## config.mk

```make
export PLATFORM = sky130hd
export DESIGN_NAME = vga_scanout
export DESIGN_NICKNAME = d
export VERILOG_FILES = /design/src/rtl/vga_pkg.sv /design/src/rtl/vga_delay_line.sv /design/src/rtl/vga_scanout.sv
export SDC_FILE = /design/constraint.sdc
export NUM_CORES = 1
export LEC_CHECK = 0
export BUFFER_PORTS_ARGS = -buffer_cell sky130_fd_sc_hd__buf_2
export CAP_MARGIN = 0
export CORE_UTILIZATION = 50
export DETAILED_ROUTE_END_ITERATION = 7
export PLACE_DENSITY_LB_ADDON = 0.2
export SETUP_SLACK_MARGIN = 0.4
export SLEW_MARGIN = 20
export SYNTH_ARGS = -nofsm -noshare
export SYNTH_HDL_FRONTEND = slang
export SYNTH_SLANG_ARGS = --single-unit
```

## constraint.sdc

```tcl
create_clock -name clk48 -period 4.65 [get_ports clk48]
set_input_delay 0.465 -clock clk48 [delete_from_list [all_inputs] [get_ports clk48]]
set_output_delay 0.465 -clock clk48 [all_outputs]
set_load 0.02 [all_outputs]
```

## src/rtl/vga_pkg.sv

```systemverilog
// Shared timing defaults and colour helpers for the VGA scanout stage.
// Default timing is the 1220-wide 640x480@60 variant clocked at 48 MHz.
package vga_pkg;

  localparam int H_DISPLAY_D = 1220;
  localparam int H_FRONT_D   = 31;
  localparam int H_SYNC_D    = 183;
  localparam int H_BACK_D    = 92;
  localparam int V_DISPLAY_D = 480;
  localparam int V_FRONT_D   = 10;
  localparam int V_SYNC_D    = 2;
  localparam int V_BACK_D    = 33;

  // 8x4 ordered-dither threshold; f0 flips the column phase
  function automatic logic [4:0] bayer5(
    input logic [2:0] h,
    input logic [1:0] v,
    input logic       f0
  );
    logic [2:0] bi;
    logic [2:0] bx;
    bi = h ^ {3{f0}};
    bx = {bi[2], bi[1] ^ v[1], bi[0] ^ v[0]};
    return {bx[0], bi[0], bx[1], bi[1], bx[2]};
  endfunction

  function automatic logic [3:0] dither(
    input logic [9:0] c,
    input logic [4:0] bayer,
    input int         cin,
    input int         cout
  );
    int t;
    t = int'(c) * ((1 << cout) - 1)
      + (int'(bayer) << (cin - 5));
    return 4'(t >> cin);
  endfunction

endpackage

```

## src/rtl/vga_delay_line.sv

```systemverilog
// Generic shift register with synchronous clear to a fixed value.
// Depth 0 degenerates to a wire.
module vga_delay_line #(
  parameter int             W   = 8,
  parameter int             D   = 2,
  parameter logic [W-1:0]   CLR = '0
) (
  input  logic         clk,
  input  logic         clr,
  input  logic [W-1:0] d,
  output logic [W-1:0] q
);

  generate
    if (D == 0) begin : g_pass
      logic unused_pass;
      assign unused_pass = clk ^ clr;
      assign q = d;
    end else begin : g_sr
      logic [W-1:0] sr [D];

      always_ff @(posedge clk) begin
        if (clr) begin
          for (int i = 0; i < D; i++)
            sr[i] <= CLR;
        end else begin
          sr[0] <= d;
          for (int i = 1; i < D; i++)
            sr[i] <= sr[i-1];
        end
      end

      assign q = sr[D-1];
    end
  endgenerate

endmodule

```

## src/rtl/vga_scanout.sv

```systemverilog
// VGA timing, frame counter and ordered-dither pin stage.
// VGA_SCANOUT_TEMPORAL_DITHER_EN: invert the Bayer column phase on odd frames.
module vga_scanout
  import vga_pkg::*;
#(
  parameter int   H_DISPLAY = H_DISPLAY_D,
  parameter int   H_FRONT   = H_FRONT_D,
  parameter int   H_SYNC    = H_SYNC_D,
  parameter int   H_BACK    = H_BACK_D,
  parameter int   V_DISPLAY = V_DISPLAY_D,
  parameter int   V_FRONT   = V_FRONT_D,
  parameter int   V_SYNC    = V_SYNC_D,
  parameter int   V_BACK    = V_BACK_D,
  parameter logic HS_POL    = 1'b0,
  parameter logic VS_POL    = 1'b0,
  parameter int   CIN       = 6,
  parameter int   COUT      = 2,
  parameter int   PIX_LAT   = 2
) (
  input  logic            clk48,
  input  logic            rst,
  input  logic [CIN-1:0]  pix_r,
  input  logic [CIN-1:0]  pix_g,
  input  logic [CIN-1:0]  pix_b,
  output logic [10:0]     h_count,
  output logic [9:0]      v_count,
  output logic [7:0]      frame,
  output logic            line_start,
  output logic            frame_start,
  output logic            hsync,
  output logic            vsync,
  output logic [COUT-1:0] r_out,
  output logic [COUT-1:0] g_out,
  output logic [COUT-1:0] b_out
);

  localparam int H_TOTAL = H_DISPLAY + H_FRONT + H_SYNC + H_BACK;
  localparam int V_TOTAL = V_DISPLAY + V_FRONT + V_SYNC + V_BACK;

  localparam logic [10:0] H_LAST = 11'(H_TOTAL - 1);
  localparam logic [9:0]  V_LAST = 10'(V_TOTAL - 1);
  localparam logic [10:0] H_ACT  = 11'(H_DISPLAY);
  localparam logic [9:0]  V_ACT  = 10'(V_DISPLAY);
  localparam logic [10:0] HS_B   = 11'(H_DISPLAY + H_FRONT);
  localparam logic [10:0] HS_E   = 11'(H_DISPLAY + H_FRONT + H_SYNC);
  localparam logic [9:0]  VS_B   = 10'(V_DISPLAY + V_FRONT);
  localparam logic [9:0]  VS_E   = 10'(V_DISPLAY + V_FRONT + V_SYNC);

`ifdef VGA_SCANOUT_TEMPORAL_DITHER_EN
  localparam int BW = 9;
`else
  localparam int BW = 8;
`endif

  localparam logic [BW-1:0] CLR = {~HS_POL, ~VS_POL, {(BW-2){1'b0}}};

  logic        h_wrap;
  logic        v_wrap;
  logic [10:0] h_nxt;
  logic [9:0]  v_nxt;

  always_comb begin
    h_wrap = (h_count == H_LAST);
    v_wrap = (v_count == V_LAST);
    h_nxt  = h_wrap ? 11'd0 : h_count + 11'd1;
    v_nxt  = v_count;
    if (h_wrap)
      v_nxt = v_wrap ? 10'd0 : v_count + 10'd1;
  end

  always_ff @(posedge clk48) begin
    if (rst) begin
      h_count     <= '0;
      v_count     <= '0;
      frame       <= '0;
      line_start  <= 1'b1;
      frame_start <= 1'b1;
    end else begin
      h_count     <= h_nxt;
      v_count     <= v_nxt;
      if (h_wrap && v_wrap)
        frame <= frame + 8'd1;
      line_start  <= (h_nxt == 11'd0);
      frame_start <= (h_nxt == 11'd0) && (v_nxt == 10'd0);
    end
  end

  logic          hs0;
  logic          vs0;
  logic          act0;
  logic [BW-1:0] s0;
  logic [BW-1:0] s1;

  always_comb begin
    hs0  = (h_count >= HS_B && h_count < HS_E) ? HS_POL : ~HS_POL;
    vs0  = (v_count >= VS_B && v_count < VS_E) ? VS_POL : ~VS_POL;
    act0 = (h_count < H_ACT) && (v_count < V_ACT);
`ifdef VGA_SCANOUT_TEMPORAL_DITHER_EN
    s0 = {hs0, vs0, act0, h_count[2:0], v_count[1:0], frame[0]};
`else
    s0 = {hs0, vs0, act0, h_count[2:0], v_count[1:0]};
`endif
  end

  vga_delay_line #(
    .W   (BW),
    .D   (PIX_LAT),
    .CLR (CLR)
  ) u_dl (
    .clk (clk48),
    .clr (rst),
    .d   (s0),
    .q   (s1)
  );

  logic       hs1;
  logic       vs1;
  logic       act1;
  logic       f0;
  logic [4:0] bay;

  always_comb begin
    hs1  = s1[BW-1];
    vs1  = s1[BW-2];
    act1 = s1[BW-3];
`ifdef VGA_SCANOUT_TEMPORAL_DITHER_EN
    f0   = s1[0];
`else
    f0   = 1'b0;
`endif
    bay  = bayer5(s1[BW-4 -: 3], s1[BW-7 -: 2], f0);
  end

  always_ff @(posedge clk48) begin
    if (rst) begin
      hsync <= ~HS_POL;
      vsync <= ~VS_POL;
      r_out <= '0;
      g_out <= '0;
      b_out <= '0;
    end else begin
      hsync <= hs1;
      vsync <= vs1;
      r_out <= act1 ? COUT'(dither(10'(pix_r), bay, CIN, COUT)) : '0;
      g_out <= act1 ? COUT'(dither(10'(pix_g), bay, CIN, COUT)) : '0;
      b_out <= act1 ? COUT'(dither(10'(pix_b), bay, CIN, COUT)) : '0;
    end
  end

endmodule

```

==> impl_metrics.csv <==
group,metric,value,unit
worst_setup_path,crit_fanout,4,
pwr,p_leak,0.00147,µW
global_routing,antenna_found_initial,0,
cells_and_area,final_util,60.4,%
global_routing,grt_max_degree,39,
logic_synthesis,ys_types,56,
logic_synthesis,yosysTopAreaCell,"dfxtp_1",
clock_tree,hold_buffers,0,
logic_synthesis,syn_inst,331,
clock_tree,cts_htree_levels,2,
routing,wl_per_cell,12.7,µm
routing,drtPass1Iterations,4,
timing,worst_pin_slew,657,ps
floorplan,die_w,79.6,µm
timing,hold_viol,0,
pwr,ir_worst_vdd,0.000133,V
cells_and_area,final_cell_mix,"buf_2 (58), dfxtp_1 (55), nor2_1 (46), nand2_1 (21), ha_1 (21)",
worst_setup_path,crit_type,"flop to flop",
floorplan,die_h,79.6,µm
routing,drc_errors,0,
clock_tree,cts.sinks,55,
cells_and_area,final_cells,452,
timing,max_freq,416,MHz
timing,slew_violations,0,
floorplan,rows,27,
logic_synthesis,yosysWarnings,0,
placed_design,dp_hpwl,4.29,mm
routing,wirelength,5.73,mm
logic_synthesis,synthArstFlopShare,0,%
routing,vias,2442,
placed_design,port_buffers,58,
timing,period_minus_slack,2410,ps
timing,finalSetupTns,0,ps
logic_synthesis,synth_seq_cells,55,
timing,grt_setup_unrepaired,"false",
worst_setup_path,worstPathArrival,2600,ps
logic_synthesis,syn_avg_cell_area,9.10,µm²
worst_setup_path,critPathCaptureType,"flop",
cells_and_area,nets,432,
cells_and_area,drive_above_1_share,21.1,%
timing,fin_ws,2240,ps
global_routing,grt_usage,19.0,%
logic_synthesis,syn_nets,384,
logic_synthesis,syn_area,3010,µm²
floorplan,start_util,53.4,%
logic_synthesis,ys_seq_area_share,36.6,%
run,maxCapViolCount,0,
cells_and_area,synthToLayoutAreaGrowth,13.1,%
routing,avgViaCountPerCell,5.40,
clock_tree,clkLatencyLatePin,310,ps
cells_and_area,fillers,491,
timing,period_share,51.7,%
pwr,power.density,252,nW/µm²
clock_tree,cts_root_buf,"clkbuf_8",
timing,setup_viol,0,
clock_tree,cts_tree,"done",
routing,antenna_left,0,
run_status,status,"finished, final reports clean",
logic_synthesis,synth-edff-count,0,
cells_and_area,multiInputGateArea,1810,µm²
global_routing,grt_pass1_wl,9.49,mm
worst_setup_path,cp.required,4840,ps
cells_and_area,final_common_cell,"buf_2",
global_routing,first_global_vias,2116,
timing,fin_worst_skew,8.04,ps
cells_and_area,ff_latch_area,1100,µm²
placed_design,post-place-ws,2230,ps
worst_setup_path,start_kind,"flop",
clock_tree,path_clk_slew,90,ps
floorplan,die-area,6340,µm²
floorplan,coreArea,5640,µm²
global_routing,grt_overflow_total,0,
clock_tree,cts_buffers,5,
logic_synthesis,synth.top_cell.area_share,36.6,%
routing,drtIter0Drc,101,
timing,slew_headroom,56.2,%
logic_synthesis,netlist_top_cells_area,"dfxtp_1 (37%), ha_1 (8.7%), fa_1 (8.0%)",
clock_tree,clock_path_buffers,2,
clock_tree,post-cts-setup-buffers,0,
clock_tree,cts-resized-gates,0,
worst_hold_path,hold_class,"flop to flop",
logic_synthesis,synthFlopType,"dfxtp_1",
placed_design,place_inst,444,
cells_and_area,diodes,0,
placed_design,globalplace.congestion,0.897,
floorplan,io_pins,59,
-- through the flow --
step	cell area, µm²	total power, µW	hold slack, ps
after global routing	3410	899	424
after global placement	3320	603	392
after floorplan	3010	573	389
after detailed placement	3320	606	397
after CTS	3410	867	421
final	3410	857	417
-- final timing paths --
path | start | to | cells after the start | slack (ps)
hold reg to reg | u_dl.g_sr.sr[0][6]$_SDFF_PP1_ | u_dl.g_sr.sr[0][14]$_SDFF_PP1_ | 1 | 420
hold / removal | u_dl.g_sr.sr[0][6]$_SDFF_PP1_ | u_dl.g_sr.sr[0][14]$_SDFF_PP1_ | 1 | 420
setup / recovery | u_dl.g_sr.sr[0][11]$_SDFF_PP0_ | r_out[1]$_SDFF_PP0_ | 9 | 2240
setup reg to reg | u_dl.g_sr.sr[0][11]$_SDFF_PP0_ | r_out[1]$_SDFF_PP0_ | 9 | 2240
-- routing by layer --
metal	track usage (%)	up-vias	share of wire, %
li1	-	1246	-
met1	26.0	1114	49
met2	30.1	76	45
met3	3.43	6	5.4
met4	6.00	0	1.0
met5	0	-	0
-- registers in the layout, indices dropped and copies added (netlist names) --
name and cells:
u_dl.g_sr.sr 16, b_out 2, frame 8, r_out 2
vsync 1, v_count 10, line_start 1, h_count 11
g_out 2, hsync 1, frame_start 1
-- Yosys cell counts (all sizes together) (2+ instances only) --
library cell,instances
a211o,2
a21o,6
a21oi,20
a31oi,2
and2,2
and3,2
and4,2
buf,4
clkbuf,14
dfxtp,55
fa,12
ha,21
inv,6
mux2i,2
nand2,22
nand2b,3
nand3,14
nand4,5
nor2,46
nor2b,8
nor3,7
nor3b,2
nor4,4
o211ai,4
o21a,2
o21ai,11
o21bai,3
o31ai,3
or2,5
or3,4
or4,4
xnor2,11
xor2,10
-- layout make-up --
class,instances,area share (%)
Multi-Input combinational cell,252,53.0
Sequential cell,55,32.3
Timing Repair Buffer,59,8.74
Tap cell,72,2.65
Clock buffer,5,2.02
Inverter,6,0.661
Clock inverter,3,0.551
-- cell families after synthesis --
kind of cell	after synthesis	share of synthesized area (%)
compound gates	62	13.5
xor+xnor	21	6.11
fa+ha+maj	33	16.7
buf+inv	24	3.45
flops	55	36.6
mux	2	0.665
simple gates	134	23.0
-- where the power goes --
part | leakage [µW] | internal [µW] | total [µW] | switching, µW
logic | 0.000979 | 48.9 | 106 | 56.8
clock network | 0.0000483 | 106 | 263 | 156
registers | 0.000446 | 480 | 489 | 8.72
-- critical path, stage by stage, from the launching register on --
cell and delay [ps]:
dfxtp_1 470, xor2_1 360, fa_1 480, ha_1 300, nand2_1 60, o21bai_1 70
a21o_1 170, a21o_1 200, a21oi_1 140, nor2_1 50
Power figures use the tool's default switching activity.
